<file path="config.mk">
export PLATFORM = sky130hd
export DESIGN_NAME = led_secuenciador_flat
export DESIGN_NICKNAME = d
export VERILOG_FILES = /design/src/rtl/led_secuenciador_if.sv /design/src/rtl/led_secuenciador.sv /design/src/flat_wrapper.sv
export SDC_FILE = /design/constraint.sdc
export NUM_CORES = 1
export LEC_CHECK = 0
export CAP_MARGIN = 25
export CORE_MARGIN = 4
export CORE_UTILIZATION = 54
export DETAILED_ROUTE_END_ITERATION = 12
export GPL_ROUTABILITY_DRIVEN = 0
export PLACE_DENSITY_LB_ADDON = 0.1
export RECOVER_POWER = 100
export SLEW_MARGIN = 25
export SYNTH_ARGS = -nofsm -noshare
export SYNTH_HDL_FRONTEND = slang
export SYNTH_SLANG_ARGS = --single-unit
export TNS_END_PERCENT = 100
</file>
<file path="constraint.sdc">
create_clock -name clk -period 2.3 [get_ports clk]
set_input_delay 0.46 -clock clk [delete_from_list [all_inputs] [get_ports clk]]
set_output_delay 0.46 -clock clk [all_outputs]
set_load 0.02 [all_outputs]
</file>
<file path="src/rtl/led_secuenciador_if.sv">
// Board-side bundle for the LED sequencer: switch inputs towards the sequencer,
// LED drive, step strobe and position back towards the board.
interface led_secuenciador_if #(
    parameter int N_LEDS = 4
) ();
    logic                            dir;
    logic [1:0]                      mode;
    logic                            pause;
    logic [N_LEDS-1:0]               leds;
    logic                            tick;
    logic [$clog2(N_LEDS+1)-1:0]     pos;

    modport master (output dir, output mode, output pause,
                    input  leds, input tick, input pos);
    modport slave  (input  dir, input mode, input pause,
                    output leds, output tick, output pos);
endinterface

</file>
<file path="src/rtl/led_secuenciador.sv">
// Parametrised LED pattern sequencer: rotate, bounce, fill bar and blink patterns
// stepped by a prescaler, with synchronised switch inputs and a pause control.
module led_secuenciador #(
    parameter int N_LEDS      = 4,
    parameter int DIV         = 25000000,
    parameter int SYNC_STAGES = 2
) (
    input  logic                clk,
    input  logic                rst_n,
    led_secuenciador_if.slave   bus
);
    localparam int PW = $clog2(N_LEDS + 1);
    localparam int CW = $clog2(DIV);
    localparam logic [PW-1:0] POS_ZERO   = PW'(0);
    localparam logic [PW-1:0] POS_ONE    = PW'(1);
    localparam logic [PW-1:0] POS_LAST   = PW'(N_LEDS - 1);
    localparam logic [PW-1:0] POS_PREV   = PW'(N_LEDS - 2);
    localparam logic [PW-1:0] POS_FULL   = PW'(N_LEDS);
    localparam logic [CW-1:0] PRESC_LAST = CW'(DIV - 1);

    typedef enum logic [1:0] {
        MODE_ROTATE = 2'b00,
        MODE_BOUNCE = 2'b01,
        MODE_FILL   = 2'b10,
        MODE_BLINK  = 2'b11
    } mode_e;

    logic [SYNC_STAGES-1:0] dir_sync_r;
    logic [SYNC_STAGES-1:0] pause_sync_r;
    logic [1:0]             mode_sync_r [SYNC_STAGES];
    logic                   dir_s;
    logic                   pause_s;
    mode_e                  mode_s;

    logic [CW-1:0]          presc_r, presc_n_s;
    logic                   step_s;
    mode_e                  mode_q_r, mode_q_n_s;
    logic                   bounce_up_r, bounce_up_n_s;
    logic [PW-1:0]          pos_r, pos_n_s;
    logic [N_LEDS-1:0]      leds_r, leds_n_s;
    logic                   tick_r;

    function automatic logic [N_LEDS-1:0] one_hot(input logic [PW-1:0] p);
        logic [N_LEDS-1:0] r;
        for (int i = 0; i < N_LEDS; i++) begin
            r[i] = (p == PW'(i));
        end
        return r;
    endfunction

    // Thermometer code: the lowest 'level' LEDs lit.
    function automatic logic [N_LEDS-1:0] fill_bar(input logic [PW-1:0] level);
        logic [N_LEDS-1:0] r;
        for (int i = 0; i < N_LEDS; i++) begin
            r[i] = (PW'(i) < level);
        end
        return r;
    endfunction

    assign dir_s   = dir_sync_r[SYNC_STAGES-1];
    assign pause_s = pause_sync_r[SYNC_STAGES-1];
    assign mode_s  = mode_e'(mode_sync_r[SYNC_STAGES-1]);

    // Switch input synchronizer chains.
    always_ff @(posedge clk or negedge rst_n) begin
        if (!rst_n) begin
            dir_sync_r   <= {SYNC_STAGES{1'b0}};
            pause_sync_r <= {SYNC_STAGES{1'b0}};
            for (int i = 0; i < SYNC_STAGES; i++) begin
                mode_sync_r[i] <= 2'b00;
            end
        end else begin
            dir_sync_r[0]   <= bus.dir;
            pause_sync_r[0] <= bus.pause;
            mode_sync_r[0]  <= bus.mode;
            for (int i = 1; i < SYNC_STAGES; i++) begin
                dir_sync_r[i]   <= dir_sync_r[i-1];
                pause_sync_r[i] <= pause_sync_r[i-1];
                mode_sync_r[i]  <= mode_sync_r[i-1];
            end
        end
    end

    // Prescaler next value and step condition; pause freezes the count.
    always_comb begin
        presc_n_s = presc_r;
        step_s    = 1'b0;
        if (pause_s) begin
            presc_n_s = presc_r;
        end else if (presc_r == PRESC_LAST) begin
            presc_n_s = {CW{1'b0}};
            step_s    = 1'b1;
        end else begin
            presc_n_s = presc_r + CW'(1);
        end
    end

    // Pattern next state: reload on a mode change, otherwise advance the current mode.
    always_comb begin
        mode_q_n_s    = mode_q_r;
        bounce_up_n_s = bounce_up_r;
        pos_n_s       = pos_r;
        leds_n_s      = leds_r;
        if (!step_s) begin
            mode_q_n_s = mode_q_r;
        end else if (mode_s != mode_q_r) begin
            mode_q_n_s = mode_s;
            pos_n_s    = POS_ZERO;
            case (mode_s)
                MODE_ROTATE: leds_n_s = one_hot(POS_ZERO);
                MODE_BOUNCE: begin
                    leds_n_s      = one_hot(POS_ZERO);
                    bounce_up_n_s = 1'b1;
                end
                MODE_FILL:   leds_n_s = {N_LEDS{1'b0}};
                MODE_BLINK:  leds_n_s = {N_LEDS{1'b1}};
                default:     leds_n_s = one_hot(POS_ZERO);
            endcase
        end else begin
            case (mode_q_r)
                MODE_ROTATE: begin
                    if (dir_s) begin
                        pos_n_s = (pos_r == POS_LAST) ? POS_ZERO : pos_r + POS_ONE;
                    end else begin
                        pos_n_s = (pos_r == POS_ZERO) ? POS_LAST : pos_r - POS_ONE;
                    end
                    leds_n_s = one_hot(pos_n_s);
                end
                MODE_BOUNCE: begin
                    // Turn around at the ends so the end LED is lit for one step only.
                    if (bounce_up_r) begin
                        if (pos_r == POS_LAST) begin
                            pos_n_s       = POS_PREV;
                            bounce_up_n_s = 1'b0;
                        end else begin
                            pos_n_s = pos_r + POS_ONE;
                        end
                    end else begin
                        if (pos_r == POS_ZERO) begin
                            pos_n_s       = POS_ONE;
                            bounce_up_n_s = 1'b1;
                        end else begin
                            pos_n_s = pos_r - POS_ONE;
                        end
                    end
                    leds_n_s = one_hot(pos_n_s);
                end
                MODE_FILL: begin
                    if (dir_s) begin
                        pos_n_s = (pos_r == POS_FULL) ? POS_ZERO : pos_r + POS_ONE;
                    end else begin
                        pos_n_s = (pos_r == POS_ZERO) ? POS_FULL : pos_r - POS_ONE;
                    end
                    leds_n_s = fill_bar(pos_n_s);
                end
                MODE_BLINK: begin
                    pos_n_s  = POS_ZERO;
                    leds_n_s = ~leds_r;
                end
                default: begin
                    pos_n_s  = POS_ZERO;
                    leds_n_s = one_hot(POS_ZERO);
                end
            endcase
        end
    end

    // State and registered outputs.
    always_ff @(posedge clk or negedge rst_n) begin
        if (!rst_n) begin
            presc_r     <= {CW{1'b0}};
            mode_q_r    <= MODE_ROTATE;
            bounce_up_r <= 1'b1;
            pos_r       <= POS_ZERO;
            leds_r      <= {{(N_LEDS-1){1'b0}}, 1'b1};
            tick_r      <= 1'b0;
        end else begin
            presc_r     <= presc_n_s;
            mode_q_r    <= mode_q_n_s;
            bounce_up_r <= bounce_up_n_s;
            pos_r       <= pos_n_s;
            leds_r      <= leds_n_s;
            tick_r      <= step_s;
        end
    end

    assign bus.leds = leds_r;
    assign bus.pos  = pos_r;
    assign bus.tick = tick_r;

endmodule

</file>
<file path="src/flat_wrapper.sv">
// flat-port wrapper written by rule: the top's interface ports become plain ports
module led_secuenciador_flat 
#(
    parameter int N_LEDS      = 4,
    parameter int DIV         = 25000000,
    parameter int SYNC_STAGES = 2
)
  (clk, rst_n, bus_dir, bus_mode, bus_pause, bus_leds, bus_tick, bus_pos);
  led_secuenciador_if #(.N_LEDS(N_LEDS)) bus_i ();
  input  logic clk;
  input  logic rst_n;
  input wire logic [$bits(bus_i.dir)-1:0] bus_dir;
  input wire logic [$bits(bus_i.mode)-1:0] bus_mode;
  input wire logic [$bits(bus_i.pause)-1:0] bus_pause;
  output wire logic [$bits(bus_i.leds)-1:0] bus_leds;
  output wire logic [$bits(bus_i.tick)-1:0] bus_tick;
  output wire logic [$bits(bus_i.pos)-1:0] bus_pos;
  assign bus_i.dir = bus_dir;
  assign bus_i.mode = bus_mode;
  assign bus_i.pause = bus_pause;
  assign bus_leds = bus_i.leds;
  assign bus_tick = bus_i.tick;
  assign bus_pos = bus_i.pos;
  led_secuenciador #(.N_LEDS(N_LEDS), .DIV(DIV), .SYNC_STAGES(SYNC_STAGES)) u_core (.clk(clk), .rst_n(rst_n), .bus(bus_i));
endmodule
</file>
Word level (Yosys, flattened, before mapping)

Index checks and enable logic that the tools add are counted.
W data, S select, Z words.

Register bits: 44
Output and inout bits: 8
Word-level logic and storage cells: 76

Mux-type cells: 32
Reduce and logical (&&, ||, !) cells: 9
Bitwise gates (word level): 1
$add $sub $neg: 3
Order comparisons: 4
Equal/unequal tests: 17

Operator list:

| cell                    | count |
|---|---|
| $mux W3                 | 19 |
| $add A25 B1 Y25 const B | 1 |
| $eq A25 B25 Y1 const B  | 1 |
| $mux W25                | 1 |
| $pmux W4 S4             | 1 |
| $eq A3 B2 Y1 const B    | 5 |
| $pmux W3 S4             | 1 |
| $pmux W4 S3             | 1 |
| $logic_not A3 Y1        | 3 |
| $eq A2 B2 Y1 const B    | 4 |
| $mux W1                 | 8 |
| $eq A3 B1 Y1 const B    | 2 |
| $lt A1 B3 Y1 const A    | 2 |
| $lt A2 B3 Y1 const A    | 2 |
| $eq A2 B1 Y1 const B    | 2 |
| $logic_not A2 Y1        | 2 |
| $mux W4                 | 1 |
| $not A4 Y4              | 1 |
| $add A3 B1 Y3 const B   | 1 |
| $eq A3 B3 Y1 const B    | 1 |
| $reduce_and A3 Y1       | 1 |
| $sub A3 B1 Y3 const B   | 1 |
| $ne A2 B2 Y1            | 1 |
| $ne A2 B2 Y1 const B    | 1 |
| 3 further kinds         | 3 |

Depth between registers and ports, before layout

Depth in word-level cells: 9
Gate-level depth with buffers: 9

Least setup slack after synthesis

Ideal clock, no wire load.

Path type: reg2reg
Start: register u_core.pos_r[2] (netlist: u_core.bus.pos[2])
End: register u_core.leds_r[0] (netlist: u_core.bus.leds[0])
Data required time: 2214 ps
Data arrival time: 2322 ps
Period minus slack after synthesis: 2408 ps
Library setup time: 86 ps
Cell stages (with the launch flop): 9
Setup slack: -108 ps
Cells stage by stage: dfrtp_1 -> buf_2 -> inv_1 -> ha_1 -> or3b_1 -> o21a_1 -> or4_1 -> nor4b_4 -> o31ai_2

Longest elaborated chain between the ends: 9
Elaborated cells between the ends (all ways): 28
Those cells by class: 2 x add/sub; 1 x order compare; 2 x eq/ne; 20 x mux; 3 x reduce/logical

RTL lines:

| what                                                    | RTL line                                                                  | source |
|---|---|---|
| from (decl)                                             | led_secuenciador.sv:39                                                    | `logic [PW-1:0] pos_r, pos_n_s;` |
| from (signal assigned)                                  | led_secuenciador.sv:181                                                   | `pos_r <= pos_n_s;` |
| $sub A3 B1 Y3, or another cell as far along             | led_secuenciador.sv:125, led_secuenciador.sv:143, led_secuenciador.sv:152 |  |
| $mux W3, or another cell as far along                   | led_secuenciador.sv:152                                                   | `pos_n_s = (pos_r == POS_ZERO) ? POS_FULL : pos_r - POS_ONE;` |
| $mux W3, on equally long branches                       | led_secuenciador.sv:149, led_secuenciador.sv:122, led_secuenciador.sv:131 |  |
| $mux W3                                                 | led_secuenciador.sv:120                                                   | `case (mode_q_r)` |
| $mux W3                                                 | led_secuenciador.sv:106                                                   | `end else if (mode_s != mode_q_r) begin` |
| $mux W3                                                 | led_secuenciador.sv:104                                                   | `if (!step_s) begin` |
| $lt A1 B3 Y1 / $logic_not A3 Y1 (equally long branches) | led_secuenciador.sv:55, led_secuenciador.sv:46                            |  |
| $pmux W4 S4 *                                           | led_secuenciador.sv:120                                                   |  |
| $mux W4 *                                               | led_secuenciador.sv:106                                                   |  |
| to (signal assigned)                                    | led_secuenciador.sv:175                                                   | `leds_r <= {{(N_LEDS-1){1'b0}}, 1'b1};` |
| to (signal assigned)                                    | led_secuenciador.sv:182                                                   | `leds_r <= leds_n_s;` |
| to (decl)                                               | led_secuenciador.sv:40                                                    | `logic [N_LEDS-1:0] leds_r, leds_n_s;` |

Mark *: on every way between the ends. The rest lies on a longest branch, timed or not. The select of a mux whose other input is x is not followed.
A chain may end at the register's enable or synchronous reset.

Worst setup path in the final report

Start: register u_core.pos_r[1] (netlist: u_core.bus.pos[1])
End: register u_core.leds_r[0] (netlist: u_core.bus.leds[0])

Same word-level chain as after synthesis.

==> key figures <==
Outcome
  • Outcome: finished, final reports clean

Worst setup path
  • Worst r2r src: u_core.bus.pos[1]
  • Path depth of the worst reg2reg path: 7
  • Crit path max fanout: 4
  • Startpoint Class: flop
  • Crit Path Category: reg2reg
  • CP Capture Point: u_core.bus.leds[0]
  • R2r setup slk: 0.05 ns
  • Critical path arrival: 2.47 ns
  • RR Endpoint: u_core.bus.leds[0]
  • CP required: 2.51 ns
  • Critical Path Source: u_core.bus.pos[1]
  • Crit path capture type: flop

Layout
  • Share of cells above drive strength 1: 17.4%
  • Fillcell total: 360
  • Area grow syn2layout: 17.2%
  • Sequential cell area: 1110 sq um
  • Fin util: 67.0%
  • Multi-input gate area: 1410 sq um
  • Diode count: 0
  • Nets@finish: 305
  • Final std cells w/o fill: 345
  • Final instance area: 2980 sq um

STA
  • Clock skew: 0.00637 ns
  • Tcrit/Tclk final: 97.9%
  • RSZ-0062 raised after global routing: yes
  • Worst-margin pin slew: 1.14 ns
  • F_max: 0.444 GHz
  • Endpoints failing setup: 0
  • Hold WS: 0.352 ns
  • Slew HR: 24.0%
  • Fin crit period: 2.25 ns
  • Slew Limit Fails: 0
  • Hold Fails Final Rpt: 0

Yosys
  • Number of synthesized register bits: 44
  • Mapped Cells: 262
  • Ys flop type: dfrtp_1
  • Mapped Area: 2540 sq um
  • Post-synth EDFFs: 0
  • Yosys cell types: 59
  • FFs w/ async S/R, synth: 100%
  • Register area share after synthesis: 43.4%
  • Area contributors post-synth: dfrtp_1 (41%), xor2_1 (4.8%), nor2_1 (3.8%)
  • Area share of the largest cell type after synthesis: 41.4%
  • Synth Area per Inst: 9.69 sq um
  • Most area-hungry cell type in the Yosys netlist: dfrtp_1
  • Syn Nets: 275
  • YS warnings: 0

Power
  • PD cells: 516 nW/um^2
  • Lkg Pwr: 1.34 nW
  • Worst vdd ir: 466 uV

Routing
  • WL/cell: 15.6 microns
  • Vias per cell: 6.01
  • DRT iter0 DRCs: 103
  • DRT antenna net count: 0
  • Routed WL: 5.39 mm
  • First-pass DRT Iterations: 4
  • Drc violations: 0
  • Vias: 2075

Clock tree
  • H-tree level count: 2
  • Root Buffer: clkbuf_8
  • CTS buffer count: 5
  • Max clock buf depth: 2
  • TritonCTS clock tree: built
  • Reg clk slew, reported paths: 0.08 ns
  • Clock sink total: 44
  • Worst skew pair latency: 0.30 ns

Placed design
  • Placed cells: 336
  • Placed Instance Area: 2830 sq um
  • Hpwl dp: 4.03 mm
  • Buffers added on ports: 13

Floorplanning
  • I/O Pins: 14
  • Die Ht: 76.6 microns
  • Core ar.: 4440 sq um
  • Initial core utilization: 57.2%
  • Die Area: 5860 sq um
  • Row cnt: 24
  • Die width: 76.6 microns

Global route
  • Number of global-route vias before repair: 1988
  • GRT Total Usage: 19.8%
  • Largest net degree at the start of global routing: 20
  • Initial antenna violation count: 0
  • First-pass GRT wire length: 9.45 mm
  • Grt ovf: 0

Worst hold path
  • HP Class: reg2reg

Flow run
  • Max-Cap Viols: 0
## worst max-delay path, cell delays in order (launching register included)
cell and delay (ns):
dfrtp_1 0.43, ha_2 0.23, ha_4 0.16, or3b_4 0.37
o21a_1 0.13, or4_1 0.47, nor4b_4 0.14, o31ai_2 0.24
## logic make-up (layout without fill, tap and decap cells)
family                   after synthesis  count (layout)  synth area share (%)
adder cells (fa/ha/maj)                7               7                  3.45
AO/OA/AOI/OAI                         48              48                  13.6
buffers and inverters                 19              50                  3.64
XOR/XNOR                              23              23                  7.93
flip-flops                            44              44                  43.4
multiplexers                           5               5                  2.27
AND/OR/NAND/NOR                      116             116                  25.7
## cells in the mapped netlist (2+ instances only)
master / count
xor2_1: 14
o211ai_1: 4
dfstp_2: 2
nor3b_1: 4
and3_1: 6
o21ai_0: 8
nand3b_1: 2
and4_1: 2
nor2_1: 26
buf_6: 2
o2bb2ai_1: 2
nand3_1: 15
a21o_1: 4
nor2b_1: 5
inv_1: 6
or4_1: 2
o31a_1: 3
nor4_1: 3
clkbuf_1: 5
xnor2_1: 9
a31oi_1: 3
and2_1: 2
a21oi_1: 5
mux2i_1: 2
nor3_1: 4
o22ai_1: 4
or3_1: 2
a311oi_1: 2
dfrtp_1: 42
nor4b_1: 4
buf_2: 5
mux2_2: 2
ha_1: 7
nand4_1: 6
nand2_1: 20
nand2b_1: 4
a21boi_0: 2
## how the worst min path moves through the flow
stage / from / end / slack [ns] / depth (start not counted)
final: u_core.mode_sync_r[3] / u_core.mode_s[1] / 0.35 / 0
after CTS: rst_n / u_core.bus.pos[1] / 0.12 / 1
after global routing: u_core.mode_sync_r[3] / u_core.mode_s[1] / 0.37 / 0
after global placement: u_core.mode_sync_r[2] / u_core.mode_s[0] / 0.33 / 0
after detailed placement: u_core.mode_sync_r[3] / u_core.mode_s[1] / 0.34 / 0
after floorplan: rst_n / u_core.bus.leds[1] / 0.16 / 0
## layer usage
| layer | track usage, % | vias up | wire, microns |
|---|---|---|---|
| li1 | - | 1004 | - |
| met1 | 29.2 | 1003 | 2660 |
| met2 | 28.9 | 54 | 2360 |
| met3 | 3.90 | 14 | 250 |
| met4 | 6.70 | 0 | 127 |
| met5 | 0 | - | 0 |
## layout by cell type (no fill, tap or decap), types with 3 or more instances in the layout
cell type | netlist | routed
a21o_1 | 4 | 4
a21oi_1 | 5 | 5
a31oi_1 | 3 | 3
and3_1 | 6 | 6
buf_4 | 0 | 20
clkbuf_1 | 5 | 4
clkbuf_8 | 0 | 6
clkdlybuf4s50_1 | 0 | 4
dfrtp_1 | 42 | 40
dlygate4sd3_1 | 0 | 8
ha_1 | 7 | 3
ha_4 | 0 | 3
inv_1 | 6 | 4
inv_2 | 1 | 3
nand2_1 | 20 | 20
nand2b_1 | 4 | 4
nand3_1 | 15 | 15
nand4_1 | 6 | 6
nor2_1 | 26 | 26
nor2b_1 | 5 | 5
nor3_1 | 4 | 4
nor3b_1 | 4 | 4
nor4b_1 | 4 | 4
o211ai_1 | 4 | 4
o21ai_0 | 8 | 7
o22ai_1 | 4 | 4
o31a_1 | 3 | 3
xnor2_1 | 9 | 9
xor2_1 | 14 | 14
## sequential cells by signal, summed over array words and instances (netlist names)
name,flops
u_core.mode_q_r,2
u_core.presc_r,25
u_core.dir_sync_r,2
u_core.bus.tick,1
u_core.mode_sync_r,2
u_core.bounce_up_r,1
u_core.pause_sync_r,2
u_core.mode_s,2
u_core.bus.leds,4
u_core.bus.pos,3
## where the power goes
part	internal (W)	switching [W]
Combinational	0.0000699	0.0000710
Sequential	0.000824	0.0000642
Clock	0.000244	0.000265
Total	0.00114	0.000400
## layout make-up
class	count	area share, %
multi-input cells	199	47.2
clock inverters	1	0.252
well taps	52	2.18
repair buffers	35	9.45
flip-flops and latches	44	37.1
clock buffers	7	2.90
inverters	7	0.882
## what timing repair did
item	4_1_cts	5_1_grt
hold buffers	0	0
pin swaps	0	4
setup endpoints to repair	1	3
gates resized for setup	2	11
buffers inserted	1	0
## per-stage QoR
| stage | setup WS [ns] | TNS, ns | total power, W |
|---|---|---|---|
| 6_report | 0.0473 | 0 | 0.00154 |
| 5_1_grt | -0.0437 | -0.0437 | 0.00161 |
| 4_1_cts | 0.00424 | 0 | 0.00155 |
| 3_5_place_dp | -0.0160 | -0.0160 | 0.00104 |
| 3_3_place_gp | 0.0789 | 0 | 0.00104 |
| 2_1_floorplan | 0.00872 | 0 | 0.000989 |
(Power assumes the default switching activity.)
